`src/rtl/ring_meas_pkg.sv`:
```
// Shared types and default sizing for the ring-oscillator measurement controller.
package ring_meas_pkg;

  localparam int DEF_COUNT_W     = 32;
  localparam int DEF_WIN_W       = 32;
  localparam int DEF_SYNC_STAGES = 2;

  typedef enum logic [2:0] {
    ST_IDLE,
    ST_ARM,
    ST_RUN,
    ST_DRAIN,
    ST_DONE
  } meas_state_t;

endpackage

```
`src/rtl/sync_edge_det.sv`:
```
// Multi-flop synchroniser for an asynchronous level, plus a one-cycle rising-edge pulse.
module sync_edge_det #(
  parameter int STAGES = 2
) (
  input  logic clk,
  input  logic rst,
  input  logic din,
  output logic rise
);

  logic [STAGES-1:0] sync_q;
  logic              prev;

  always_ff @(posedge clk) begin
    if (rst) begin
      sync_q <= '0;
      prev   <= 1'b0;
    end else begin
      sync_q <= {sync_q[STAGES-2:0], din};
      prev   <= sync_q[STAGES-1];
    end
  end

  assign rise = sync_q[STAGES-1] & ~prev;

endmodule

```
`src/rtl/ring_osc_measure_ctrl.sv`:
```
// Sequences a ring-oscillator measurement and counts synchronised chain_out edges over a window.
//   state    | meaning
//   ST_IDLE  | waiting for start_i; result registers hold last value
//   ST_ARM   | ring enabled, synchroniser flushing, edges ignored (SYNC_STAGES+1 cycles)
//   ST_RUN   | ring enabled, edges counted (window cycles)
//   ST_DRAIN | ring disabled, in-flight edges still counted (SYNC_STAGES cycles)
//   ST_DONE  | result published, done_o high for one cycle
module ring_osc_measure_ctrl
  import ring_meas_pkg::*;
#(
  parameter int COUNT_W     = DEF_COUNT_W,
  parameter int WIN_W       = DEF_WIN_W,
  parameter int SYNC_STAGES = DEF_SYNC_STAGES
) (
  input  logic               wb_clk_i,
  input  logic               wb_rst_i,
  input  logic               start_i,
  input  logic               abort_i,
  input  logic [WIN_W-1:0]   run_cycles_i,
  input  logic               chain_out_i,
  output logic               run_en_o,
  output logic               busy_o,
  output logic               done_o,
  output logic [COUNT_W-1:0] count_o,
  output logic               overflow_o
);

  localparam logic [COUNT_W-1:0] COUNT_MAX  = '1;
  localparam logic [WIN_W-1:0]   ARM_LAST   = WIN_W'(SYNC_STAGES);
  localparam logic [WIN_W-1:0]   DRAIN_LAST = WIN_W'(SYNC_STAGES - 1);

  meas_state_t        state;
  logic [WIN_W-1:0]   win;
  logic [WIN_W-1:0]   tmr;
  logic [COUNT_W-1:0] live;
  logic [COUNT_W-1:0] live_next;
  logic               sat;
  logic               sat_next;
  logic               rise;

  sync_edge_det #(
    .STAGES(SYNC_STAGES)
  ) u_sync (
    .clk (wb_clk_i),
    .rst (wb_rst_i),
    .din (chain_out_i),
    .rise(rise)
  );

  // Saturating edge counter; only RUN and DRAIN accumulate.
  always_comb begin
    live_next = live;
    sat_next  = sat;
    if (rise && (state == ST_RUN || state == ST_DRAIN)) begin
      if (live == COUNT_MAX) sat_next = 1'b1;
      else                   live_next = live + COUNT_W'(1);
    end
  end

  always_ff @(posedge wb_clk_i) begin
    if (wb_rst_i) begin
      state      <= ST_IDLE;
      win        <= '0;
      tmr        <= '0;
      live       <= '0;
      sat        <= 1'b0;
      run_en_o   <= 1'b0;
      busy_o     <= 1'b0;
      done_o     <= 1'b0;
      count_o    <= '0;
      overflow_o <= 1'b0;
    end else begin
      live   <= live_next;
      sat    <= sat_next;
      done_o <= 1'b0;
      unique case (state)
        ST_IDLE: begin
          if (start_i) begin
            if (run_cycles_i == '0) begin
              state      <= ST_DONE;
              done_o     <= 1'b1;
              count_o    <= '0;
              overflow_o <= 1'b0;
            end else begin
              state    <= ST_ARM;
              win      <= run_cycles_i;
              tmr      <= ARM_LAST;
              live     <= '0;
              sat      <= 1'b0;
              run_en_o <= 1'b1;
              busy_o   <= 1'b1;
            end
          end
        end
        ST_ARM: begin
          if (abort_i) begin
            state    <= ST_IDLE;
            run_en_o <= 1'b0;
            busy_o   <= 1'b0;
          end else if (tmr == '0) begin
            state <= ST_RUN;
            tmr   <= win - WIN_W'(1);
          end else begin
            tmr <= tmr - WIN_W'(1);
          end
        end
        ST_RUN: begin
          if (abort_i) begin
            state    <= ST_IDLE;
            run_en_o <= 1'b0;
            busy_o   <= 1'b0;
          end else if (tmr == '0) begin
            state    <= ST_DRAIN;
            tmr      <= DRAIN_LAST;
            run_en_o <= 1'b0;
          end else begin
            tmr <= tmr - WIN_W'(1);
          end
        end
        ST_DRAIN: begin
          if (abort_i) begin
            state  <= ST_IDLE;
            busy_o <= 1'b0;
          end else if (tmr == '0) begin
            // Publish including any edge landing on this final cycle.
            state      <= ST_DONE;
            busy_o     <= 1'b0;
            done_o     <= 1'b1;
            count_o    <= live_next;
            overflow_o <= sat_next;
          end else begin
            tmr <= tmr - WIN_W'(1);
          end
        end
        ST_DONE: begin
          state <= ST_IDLE;
        end
        default: begin
          state    <= ST_IDLE;
          run_en_o <= 1'b0;
          busy_o   <= 1'b0;
        end
      endcase
    end
  end

endmodule

```
`config.mk`:
```
export PLATFORM = sky130hd
export DESIGN_NAME = ring_osc_measure_ctrl
export DESIGN_NICKNAME = d
export VERILOG_FILES = /design/src/rtl/ring_meas_pkg.sv /design/src/rtl/sync_edge_det.sv /design/src/rtl/ring_osc_measure_ctrl.sv
export SDC_FILE = /design/constraint.sdc
export NUM_CORES = 1
export LEC_CHECK = 0
export ABC_AREA = 1
export CAP_MARGIN = 10
export CORE_ASPECT_RATIO = 1.1
export CORE_UTILIZATION = 59
export DETAILED_ROUTE_END_ITERATION = 8
export HOLD_SLACK_MARGIN = 0.08
export PLACE_DENSITY = 0.82
export SYNTH_ARGS = -nofsm -noshare
export SYNTH_HDL_FRONTEND = slang
export SYNTH_SLANG_ARGS = --single-unit
```
`constraint.sdc`:
```
create_clock -name wb_clk_i -period 2.32 [get_ports wb_clk_i]
set_clock_uncertainty 0.15 [all_clocks]
set_input_delay 0.696 -clock wb_clk_i [delete_from_list [all_inputs] [get_ports wb_clk_i]]
set_output_delay 0.696 -clock wb_clk_i [all_outputs]
set_load 0.02 [all_outputs]
```
# Word level (Yosys, flattened, before mapping)
# Cells that the tools add are included.
[classes] n_addsub=3 mul=0 div_mod_pow=0 magnitude_cmp=0 n_eq_ne=18 shifts=0 mux=50 n_bitwise=5 n_reduce_logical=15
[op_table] op="32-bit 2-to-1 mux" n=17
[op_table] op="32-bit case mux with 4 select lines" n=1
[op_table] op="32-bit logical NOT" n=2
[op_table] op="32-bit case mux with 2 select lines" n=1
[op_table] op="32-bit by 1-bit subtractor with 32-bit output, second input constant" n=2
[op_table] op="32-bit by 1-bit adder with 32-bit output, second input constant" n=1
[op_table] op="32-bit == test, second input constant" n=1
[op_table] op="3-bit 2-to-1 mux" n=8
[op_table] op="1-bit 2-to-1 mux" n=18
[op_table] op="2-bit inequality test, second input constant" n=8
[op_table] op="5-bit AND reduction" n=3
[op_table] op="3-bit case mux with 4 select lines" n=1
[op_table] op="1-bit case mux with 4 select lines" n=2
[op_table] op="7-bit AND reduction" n=1
[op_table] op="3-bit by 2-bit == test with 1-bit output, second input constant" n=2
[op_table] op="3-bit by 2-bit inequality test with 1-bit output, second input constant" n=2
[op_table] op="2-bit by 1-bit inequality test with 1-bit output, second input constant" n=2
[op_table] op="1-bit NOT" n=4
[op_table] op="1-bit case mux with 2 select lines" n=2
[op_table] op="4-bit AND reduction" n=1
[op_table] op="4-bit nonzero test" n=1
[op_table] op="2-bit OR reduction" n=2
[op_table] op="3-bit by 1-bit == test with 1-bit output, second input constant" n=1
[op_table] op="3-bit == test, second input constant" n=1
[op_table] op="7 further kinds" n=7
[word_totals] regBits=139 latchBits=0 mem_bits_rw=0 romBits=0 input_bits=37 output_inout_bits=36 memories=0

# Logic depth before layout (Yosys ltp)
[logic_depth] ltp_word=7 mapped_depth=13 mapped_depth_nobuf=13

# Modules after synthesis
# Synthesis repeated with hierarchy kept, for this count alone.
[unflattened] hier_cells=1335 hier_area_um2=8285.4
[modules_own_cells] mod="ring_osc_measure_ctrl" n_inst=1 cells_per_inst=1325 area_each_um2=8199.1 seq_area_each_um2=2722.6
[modules_own_cells] mod="sync_edge_det" n_inst=1 cells_per_inst=10 area_each_um2=86.3 seq_area_each_um2=60.1

# Worst setup path after synthesis
# Ideal clock, no wire load.
[synth_timing] path_kind="input to register" startpoint="in start_i" endpoint="reg tmr[3]" t_arrival_ns=1.841 required_time_ns=2.100 path_slack_ns=0.259 stages=10 path_buffers=2 path_cell_list="buf_1 > inv_1 > nand2_1 > nand2_1 > nor3_2 > nand4_1 > inv_2 > buf_4 > nand2_1 > a21oi_1"
[synth_via] elab_chain_len=2
[synth_rtl] element="from (decl)" line="ring_osc_measure_ctrl.sv:17" rtl="input logic start_i,"
[synth_rtl] element="2-bit inequality test (no line)"
[synth_rtl] element="7-bit AND reduction (no line)"
[synth_rtl] element="to (signal assigned)" line="ring_osc_measure_ctrl.sv:102" rtl="tmr <= win - WIN_W'(1);"
[synth_rtl] element="to (signal assigned)" line="ring_osc_measure_ctrl.sv:104" rtl="tmr <= tmr - WIN_W'(1);"
[synth_rtl] element="to (signal assigned)" line="ring_osc_measure_ctrl.sv:117" rtl="tmr <= tmr - WIN_W'(1);"
[synth_rtl] element="to (decl)" line="ring_osc_measure_ctrl.sv:34" rtl="logic [WIN_W-1:0] tmr;"
# No other way between the ends.
# A chain may end at the register's enable or synchronous reset.

# Final worst setup path
[layout_timing] startpoint="reg overflow_o" endpoint="out overflow_o"
[layout_rtl] element="from (decl)" line="ring_osc_measure_ctrl.sv:25" rtl="output logic overflow_o"
[layout_rtl] element="from (signal assigned)" line="ring_osc_measure_ctrl.sv:130" rtl="overflow_o <= sat_next;"
# No word-level cell between the ends.

==> results.sh <==
export IMPL_die_y_um=127.1
export IMPL_synth_cell_types=37
export IMPL_r2r_slack_ps=100
export IMPL_cts_tree="yes"
export IMPL_ys_seq_area_frac=0.3315
export IMPL_crit_path_start_kind="flop"
export IMPL_final_area_um2=10720
export IMPL_synth_xor_area_share=0.05948
export IMPL_p_switching_w=0.008903
export IMPL_setup_violations=0
export IMPL_rows=45
export IMPL_yosys_area_share_adder=0.005963
export IMPL_die_area_um2=14710
export IMPL_post_route_min_period_ps=2267
export IMPL_gr_usage_met2=0.6446
export IMPL_antennaDiodeCount=0
export IMPL_rsz0062_at_grt="false"
export IMPL_dpl_cell_area_um2=9837
export IMPL_synthCells=1369
export IMPL_top_level_ports=73
export IMPL_p_int_w=0.008820
export IMPL_vias=9482
export IMPL_synth_seq_cells=139
export IMPL_max_cap_violations=0
export IMPL_synthMuxAreaShare=0
export IMPL_clockBufferDepth=2
export IMPL_worstPathArrival_ps=1420
export IMPL_holdWs_ps=262.1
export IMPL_hold_class="flop to flop"
export IMPL_grt_pass1_wl_mm=40.98
export IMPL_crit_path_max_incr_delay_ps=640
export IMPL_areaGrowthSynthToFinish_pct=27.76
export IMPL_drt_iter0_drc=689
export IMPL_vdd_drop_max_mv=1.401
export IMPL_power_density_nw_per_um2=1653
export IMPL_cp_slowest_cell="clkdlybuf4s50_1"
export IMPL_drive_gt1_frac=0.1123
export IMPL_grt_max_degree=76
export IMPL_critPathMaxFanout=2
export IMPL_drv_slew=0
export IMPL_dp_hpwl_mm=18.64
export IMPL_crit_chain="clkdlybuf4s50_1"
export IMPL_fmax_mhz=441.2
export IMPL_htreeDepth=4
export IMPL_grtUsageTotal=0.3564
export IMPL_cp_end_kind="output port"
export IMPL_comb_power_share=0.666
export IMPL_p_leak_nw=4.916
export IMPL_cts_root_buf="clkbuf_16"
export IMPL_grt_use_met3=0.06452
export IMPL_gp_congestion=1.004
export IMPL_layout_nets=1552
export IMPL_worst_pin_slew_ps=841.8
export IMPL_core_region_area_um2=13850
export IMPL_ant_nets=0
export IMPL_syn_cell_area_um2=8393
export IMPL_fin_crit_sh=0.9770
export IMPL_critPathRequiredTime_ps=1470
export IMPL_critPathKind="flop to output port"
export IMPL_avgSynthCellArea_um2=6.131
export IMPL_worst_path_buf_inv=1
export IMPL_antenna_found_initial=0
export IMPL_clk_latency_ps=430
export IMPL_synth_simple_gate_area_frac=0.4064
export IMPL_clk_pin_slew_worst_paths_ps=60
export IMPL_die_width_um=115.7
export IMPL_overflow=0
export IMPL_grt_busiest_layer="met2"
export IMPL_start_util=0.6060
export IMPL_first_global_vias=8854
export IMPL_numCtsBuffers=17
export IMPL_avgRoutedWirePerCell_um=15.44
export IMPL_critical_path_top_delay_family="buffers and inverters"
export IMPL_slew_headroom=0.4388
export IMPL_clockPowerShare=0.157
export IMPL_grt_util_met1=0.3701
export IMPL_io_buffers=72
export IMPL_yosysWarnings=0
export IMPL_hold_buffers=0
export IMPL_syn_nets=1410
export IMPL_synth_top_family_by_area="simple AND/OR/NAND/NOR gates"
export IMPL_final_hold_violation_count=0
export IMPL_synth_edff_count=0
export IMPL_swShare=0.5023
export IMPL_synth_compound_area_frac=0.1064
export IMPL_drc_errors=0
export IMPL_clkSinkCount=139
export IMPL_via_per_inst=5.542
export IMPL_outcome="finished, final reports clean"
export IMPL_nFillCells=1158
export IMPL_wirelength_mm=26.42
export IMPL_dr_pass1_iters=7
export IMPL_async_flop_share=0
export IMPL_synth_main_ff_cell="dfxtp_1"
export IMPL_seq_power_share=0.177
[area by class of cell]
cell class / count / area [um^2] / area share
Clock buffer: 18 / 439.2 / 0.04096
Timing Repair Buffer: 167 / 1670 / 0.1558
Inverter: 135 / 521.8 / 0.04866
Clock inverter: 13 / 156.4 / 0.01459
Timing Repair inverter: 1 / 6.256 / 0.0005834
Tap cell: 188 / 235.2 / 0.02194
Multi-Input combinational cell: 1050 / 4911 / 0.4580
Sequential cell: 139 / 2783 / 0.2595
[metrics by stage]
step	setup TNS (ps)	total power (W)	util	instances	setup slack [ps]
floorplan	0	0.01072	-	1369	259.0
global placement	-50480	0.01384	0.7102	1667	-458.0
detailed placement	-53560	0.01397	0.7102	1667	-496.8
CTS	0	0.01681	0.7536	1698	8.175
global route	0	0.01903	0.7742	1711	2.605
finish	0	0.01772	0.7742	1711	53.34
[sequential cells by signal, indices dropped and copies added (netlist names), 2 cells and up]
signal,cells
count_o,32
live,32
state,3
tmr,32
u_sync.sync_q,2
win,32
[logic make-up after synthesis]
logic type	after synthesis
and+or+nand+nor	816
AOI/OAI and AO/OA	173
adders and majority gates	4
DFF	139
buffers and inverters	180
xor gates and xnor gates	57
[timing repair]
action	4_1_cts	5_1_grt
buffers inserted	0	7
gates resized for setup	3	42
gates cloned	0	6
pin swaps	0	29
setup endpoints to repair	36	131
[power groups by stage]
stage,clock [W],combinational (W),sequential [W]
2_1_floorplan,0,0.00764,0.00309
3_3_place_gp,0,0.0107,0.00317
3_5_place_dp,0,0.0108,0.00317
4_1_cts,0.00278,0.0109,0.00312
5_1_grt,0.00289,0.0130,0.00318
6_report,0.00278,0.0118,0.00314
[synthesized netlist by cell type (3+ instances only)]
library cell  number  area (um^2)
xor2_1            48        420.4
xnor2_1            9        78.83
nor2_2            12        75.07
nand4_1           20        125.1
nand2_1          431         1618
a211oi_1           3        22.52
buf_4              4        30.03
ha_1               4        50.05
nor3_2             3        30.03
nor3_1            17        85.08
buf_6              7        78.83
clkbuf_1          22        82.58
nor2_1           206        773.2
buf_2             10        50.05
a21oi_1          107        535.5
inv_1            132        495.5
o21ai_0           55        275.3
nand3_1          114        570.6
dfxtp_1          139         2783
[cells in the final DEF, fill, tap and decap left out, types with 3 or more instances in the layout]
master and n:
dfxtp_1 139, dlymetal6s2s_1 22, buf_12 9, clkdlybuf4s50_1 49, inv_1 132, buf_4 81, nor2_4 4, a21oi_1 106
a211oi_1 3, nand4_1 20, inv_6 4, xor2_1 48, nand2_1 426, clkbuf_16 21, nand2_2 5, ha_1 4
o21ai_0 53, nor2_2 16, nand2_4 3, clkinv_4 4, o21ai_1 3, nand3_1 114, xnor2_1 9, nor3_1 17
nor2_1 200
[layer usage]
metal | vias up | part of all wire
li1 | 4618 | -
met1 | 4353 | 0.37
met2 | 389 | 0.50
met3 | 122 | 0.059
met4 | 0 | 0.070
met5 | - | 0
[final timing paths]
check                           cells after the start                           to                   startpoint
worst max-delay path                                1                   overflow_o      overflow_o$_SDFFE_PP0P_
worst min-delay path                                2  u_sync.sync_q[1]$_SDFF_PP0_  u_sync.sync_q[0]$_SDFF_PP0_
worst max register to register                      9     count_o[25]$_SDFFE_PP0P_           live[8]$_SDFF_PP0_
worst min register to register                      2  u_sync.sync_q[1]$_SDFF_PP0_  u_sync.sync_q[0]$_SDFF_PP0_
Note: power is estimated with default switching activity, not from simulation.
